File: config.mk
export PLATFORM = sky130hd
export DESIGN_NAME = sipo_deser
export DESIGN_NICKNAME = d
export VERILOG_FILES = /design/src/rtl/sipo_pkg.sv /design/src/rtl/sipo_shift_core.sv /design/src/rtl/sipo_deser.sv
export SDC_FILE = /design/constraint.sdc
export NUM_CORES = 1
export LEC_CHECK = 0
export CAP_MARGIN = 5
export CORE_MARGIN = 3
export CORE_UTILIZATION = 51
export DETAILED_ROUTE_END_ITERATION = 8
export PLACE_DENSITY = 0.81
export SYNTH_ARGS = -nofsm -noshare
export SYNTH_HDL_FRONTEND = slang
export SYNTH_SLANG_ARGS = --single-unit
File: constraint.sdc
create_clock -name clk -period 2.3 [get_ports clk]
set_clock_uncertainty 0.1 [all_clocks]
set_input_delay 0.23 -clock clk [delete_from_list [all_inputs] [get_ports clk]]
set_output_delay 0.23 -clock clk [all_outputs]
set_load 0.02 [all_outputs]
File: src/rtl/sipo_pkg.sv
// Shared constants, output FSM state type and count-width helper for the SIPO deserializer.
// SIPO_PARITY_EN adds one even-parity bit to every frame.
package sipo_pkg;

  localparam bit SIPO_LSB_FIRST = 1'b0;
  localparam bit SIPO_MSB_FIRST = 1'b1;

`ifdef SIPO_PARITY_EN
  localparam int unsigned SIPO_PAR_BITS = 1;
`else
  localparam int unsigned SIPO_PAR_BITS = 0;
`endif

  typedef enum logic {
    ST_EMPTY,
    ST_FULL
  } out_state_e;

  function automatic int unsigned cnt_width(input int unsigned frame_len);
    return $clog2(frame_len);
  endfunction

endpackage

File: src/rtl/sipo_shift_core.sv
// Shift register and bit counter; frame_o is the word including the bit accepted this cycle.
module sipo_shift_core #(
  parameter int unsigned FRAME     = 8,
  parameter bit          MSB_FIRST = 1'b1,
  parameter int unsigned CW        = 3
) (
  input  logic             clk,
  input  logic             rst,
  input  logic             in_valid_i,
  input  logic             serial_i,
  input  logic             clear_i,
  output logic [FRAME-1:0] frame_o,
  output logic             word_done_o,
  output logic [CW-1:0]    bit_cnt_o
);

  logic [FRAME-1:0] shift_q, shift_d;
  logic [CW-1:0]    cnt_q, cnt_d;
  logic             accept;

  assign accept = in_valid_i & ~clear_i;

  always_comb begin
    if (MSB_FIRST) shift_d = {shift_q[FRAME-2:0], serial_i};
    else           shift_d = {serial_i, shift_q[FRAME-1:1]};
  end

  assign word_done_o = accept && (cnt_q == CW'(FRAME - 1));

  always_comb begin
    cnt_d = cnt_q;
    if (clear_i)          cnt_d = '0;
    else if (word_done_o) cnt_d = '0;
    else if (accept)      cnt_d = cnt_q + 1'b1;
  end

  always_ff @(posedge clk) begin
    if (rst) begin
      shift_q <= '0;
      cnt_q   <= '0;
    end else begin
      cnt_q <= cnt_d;
      if (clear_i)     shift_q <= '0;
      else if (accept) shift_q <= shift_d;
    end
  end

  assign frame_o   = shift_d;
  assign bit_cnt_o = cnt_q;

endmodule

File: src/rtl/sipo_deser.sv
// Serial-in/parallel-out deserializer with one-entry valid/ready holding register and sticky overrun.
// SIPO_PARITY_EN: frame carries a trailing even-parity bit, reported on parity_err.
module sipo_deser
  import sipo_pkg::*;
#(
  parameter  int unsigned WIDTH     = 8,
  parameter  bit          MSB_FIRST = SIPO_MSB_FIRST,
  localparam int unsigned FRAME     = WIDTH + SIPO_PAR_BITS,
  localparam int unsigned CW        = cnt_width(FRAME)
) (
  input  logic             clk,
  input  logic             rst,
  input  logic             in_valid,
  input  logic             serial_in,
  input  logic             clear,
  output logic [WIDTH-1:0] out_data,
  output logic             out_valid,
  input  logic             out_ready,
  output logic             overrun,
  output logic [CW-1:0]    bit_cnt
`ifdef SIPO_PARITY_EN
  ,
  output logic             parity_err
`endif
);

  logic [FRAME-1:0] frame;
  logic             done;
  logic [WIDTH-1:0] word;
  out_state_e       state_q, state_d;
  logic             load;
  logic [WIDTH-1:0] data_q;
  logic             ovr_q, ovr_d;

  sipo_shift_core #(
    .FRAME     (FRAME),
    .MSB_FIRST (MSB_FIRST),
    .CW        (CW)
  ) u_core (
    .clk         (clk),
    .rst         (rst),
    .in_valid_i  (in_valid),
    .serial_i    (serial_in),
    .clear_i     (clear),
    .frame_o     (frame),
    .word_done_o (done),
    .bit_cnt_o   (bit_cnt)
  );

  // Parity, when present, sits at the end of the frame opposite the data's first bit.
  assign word = MSB_FIRST ? frame[FRAME-1 -: WIDTH] : frame[WIDTH-1:0];

  always_comb begin
    state_d = state_q;
    load    = 1'b0;
    ovr_d   = ovr_q;
    case (state_q)
      ST_EMPTY: begin
        if (done) begin
          state_d = ST_FULL;
          load    = 1'b1;
        end
      end
      ST_FULL: begin
        if (out_ready) begin
          if (done) load = 1'b1;
          else      state_d = ST_EMPTY;
        end else if (done) begin
          ovr_d = 1'b1;
        end
      end
    endcase
  end

  always_ff @(posedge clk) begin
    if (rst) begin
      state_q <= ST_EMPTY;
      data_q  <= '0;
      ovr_q   <= 1'b0;
    end else begin
      state_q <= state_d;
      ovr_q   <= ovr_d;
      if (load) data_q <= word;
    end
  end

`ifdef SIPO_PARITY_EN
  logic perr_q;

  always_ff @(posedge clk) begin
    if (rst)       perr_q <= 1'b0;
    else if (load) perr_q <= ^frame;
  end

  assign parity_err = perr_q;
`endif

  assign out_data  = data_q;
  assign out_valid = (state_q == ST_FULL);
  assign overrun   = ovr_q;

endmodule

==> results.sh <==
export IMPL_status="finished, final reports clean"
export IMPL_cap_violations=0
export IMPL_max_slew_margin_rel_pct=65.2
export IMPL_rr_endpoint="out_data[3]"
export IMPL_crit_required_ns=2.43
export IMPL_syn_area_sq_um=837
export IMPL_grt_usage_pct=16.0
export IMPL_grt_start_max_net_pins=20
export IMPL_drc=0
export IMPL_use_met1_pct=20.8
export IMPL_slew_violations=0
export IMPL_grt_pass1_vias=574
export IMPL_first_pass_iters=4
export IMPL_slowest_stage="nor2b_2"
export IMPL_synth_cell_types=18
export IMPL_synth_area_per_cell_sq_um=10.3
export IMPL_synth_top_area_share_pct=47.8
export IMPL_cts_buffer_depth=2
export IMPL_io_pins=19
export IMPL_rsz0062_at_grt="no"
export IMPL_drt_iter0_markers=10
export IMPL_min_to="u_core.bit_cnt_o[1]"
export IMPL_cp_end_kind="flop"
export IMPL_ys_top_cells_by_count="20 x dfxtp_1, 16 x nand2b_1, 15 x mux2i_1, 9 x nor2_1, 4 x a21oi_1"
export IMPL_fin_util_pct=74.4
export IMPL_min_period_ns=1.77
export IMPL_layout_drive_gt1_share_pct=8.00
export IMPL_fmaxAchievable_mhz=566
export IMPL_vias=577
export IMPL_die_w_um=46.5
export IMPL_final_period_utilization_pct=76.9
export IMPL_syn2layout_area_growth_pct=25.7
export IMPL_syn_num_nets=89
export IMPL_setup_ws_ns=0.532
export IMPL_final_hold_violation_count=0
export IMPL_hp_start="u_core.bit_cnt_o[1]"
export IMPL_busiest_layer="met2"
export IMPL_cts_sink_count=20
export IMPL_use_met2_pct=26.1
export IMPL_worst_skew_pair_late_latency_ns=0.29
export IMPL_r2r_start="u_core.bit_cnt_o[0]"
export IMPL_synthArstFlopShare_pct=0
export IMPL_worstRegToRegCells=5
export IMPL_synth_area_leaders="dfxtp_1 48%, mux2i_1 18%, nand2b_1 12%, nor2_1 4.0%, ha_1 3.0%"
export IMPL_setup_tns_ns=0
export IMPL_yosys_area_top_type="dfxtp_1"
export IMPL_gp_congestion=0.705
export IMPL_core_area_sq_um=1420
export IMPL_path_cells="ha_1 -> ha_1 -> nand3b_1 -> nor2b_2 -> mux2i_1"
export IMPL_rrSetupSlack_ns=0.53
export IMPL_crit_top_cell="ha_1"
export IMPL_io_buffers=18
export IMPL_synth_edf_count=0
export IMPL_setup_viol=0
export IMPL_ys_ff_latch=20
export IMPL_fillers=125
export IMPL_final_area_sq_um=1050
export IMPL_vdd_drop_max_mv=0.435
export IMPL_ctsHoldBuffers=0
export IMPL_clkTransAtPathRegs_ns=0.11
export IMPL_yosys_warnings=0
export IMPL_clock_tree_root_cell="clkbuf_4"
export IMPL_worst_pin_slew_ns=0.520
export IMPL_hpwlAfterDp_um=1070
export IMPL_die_h_um=46.5
export IMPL_worstHoldPathType="flop to flop"
export IMPL_seq_area_frac_synth_pct=47.8
export IMPL_stdcell_count=115
export IMPL_critPathMaxFanout=8
export IMPL_post_cts_buffers=0
export IMPL_dpl_worst_slack_ns=0.567
export IMPL_synthCells=81
export IMPL_arrival_ns=1.90
export IMPL_wl_per_cell_um=12.2
export IMPL_grt_pass1_wl_um=2500
export IMPL_antenna_found_initial=0
export IMPL_viasPerCell=5.02
export IMPL_leakage_nw=0.384
export IMPL_die_area_sq_um=2160
export IMPL_cts_resized=0
export IMPL_powerDensity_nw_per_um2=554
export IMPL_synth_most_common_cell="dfxtp_1"
export IMPL_cp_start_kind="flop"
export IMPL_start_util_pct=59.2
export IMPL_num_antenna_cells=0
export IMPL_cts_buffers=3
export IMPL_totalWireLength_um=1410
export IMPL_drt_antenna_violating_nets=0
export IMPL_fin_nets=109
export IMPL_dp_cells=111
export IMPL_critPathMaxStageDelay_ns=0.46
export IMPL_grtUsageMet3_pct=4.69
export IMPL_grt_overflow_total=0
export IMPL_rows=13
export IMPL_min_path_cells=2
export IMPL_dpl_cell_area_sq_um=1020
export IMPL_htreeDepth=1
export IMPL_ys_flop_type="dfxtp_1"
export IMPL_cts_tree="done"
export IMPL_worstSetupPathType="flop to flop"
critical path: cells and delay by family, from the launching register on:
family,cells,cell delay [ns]
adders and majority gates,2,0.37
DFF,1,0.39
muxes,1,0.24
and+or+nand+nor,2,0.61
placed cells by master, fill, tap and decap left out, types with 2 or more instances in the layout:
cell type | netlist | final
clkbuf_4 | 0 | 3
nand2_1 | 2 | 2
nor2_1 | 9 | 9
ha_1 | 2 | 2
clkdlybuf4s50_1 | 0 | 18
dfxtp_1 | 20 | 20
mux2i_1 | 15 | 15
a21oi_1 | 4 | 4
nand2b_1 | 16 | 16
nand3b_1 | 3 | 3
report_power, final:
part	internal [mW]	switching (mW)	leakage (nW)	total (mW)
Sequential	0.348	0.00159	0.161	0.350
Clock	0.0963	0.100	0.0210	0.197
Combinational	0.0212	0.0159	0.202	0.0370
cell type report:
class	count	area [sq um]	share of cell area, %
Tap cell	15	18.8	1.78
Multi-Input combinational cell	56	405	38.5
Clock buffer	4	36.3	3.45
Inverter	1	3.75	0.357
Timing Repair Buffer	19	188	17.8
Sequential cell	20	400	38.0
worst max-delay path by stage:
stage                        start  cells past startpoint  slack, ns          end
6_report       u_core.bit_cnt_o[0]                      5       0.53  out_data[3]
5_1_grt        u_core.bit_cnt_o[0]                      5       0.32  out_data[5]
4_1_cts        u_core.bit_cnt_o[0]                      5       0.52  out_data[3]
3_5_place_dp   u_core.bit_cnt_o[0]                      5       0.57  out_data[0]
3_3_place_gp                 clear                      4       0.60  out_data[3]
2_1_floorplan  u_core.bit_cnt_o[0]                      6       0.76  out_data[0]
logic make-up (layout without fill, tap and decap cells):
group / count (synthesis) / count (layout) / synth area share, %
AO/OA/AOI/OAI: 5 / 5 / 3.59
adder cells (fa/ha/maj): 2 / 2 / 2.99
AND/OR/NAND/NOR: 34 / 34 / 23.9
buffers and inverters: 5 / 24 / 3.74
flip-flops: 20 / 20 / 47.8
multiplexers: 15 / 15 / 17.9
layer usage:
metal | part of all wire (%) | vias to the layer above
met5 | 0 | -
met4 | 0 | 0
met3 | 3.8 | 0
met2 | 49 | 9
met1 | 47 | 259
li1 | - | 309
stage by stage:
| stage | total power [mW] | hold slack [ns] |
|---|---|---|
| 2_1_floorplan | 0.380 | 0.277 |
| 3_3_place_gp | 0.394 | 0.363 |
| 3_5_place_dp | 0.395 | 0.363 |
| 4_1_cts | 0.592 | 0.379 |
| 5_1_grt | 0.614 | 0.402 |
| 6_report | 0.583 | 0.377 |
registers in the layout, summed over array words and instances (netlist names):
register / cells
out_data: 8
u_core.shift_q: 7
u_core.bit_cnt_o: 3
out_valid: 1
overrun: 1
Note: power is estimated with default switching activity, not from simulation.
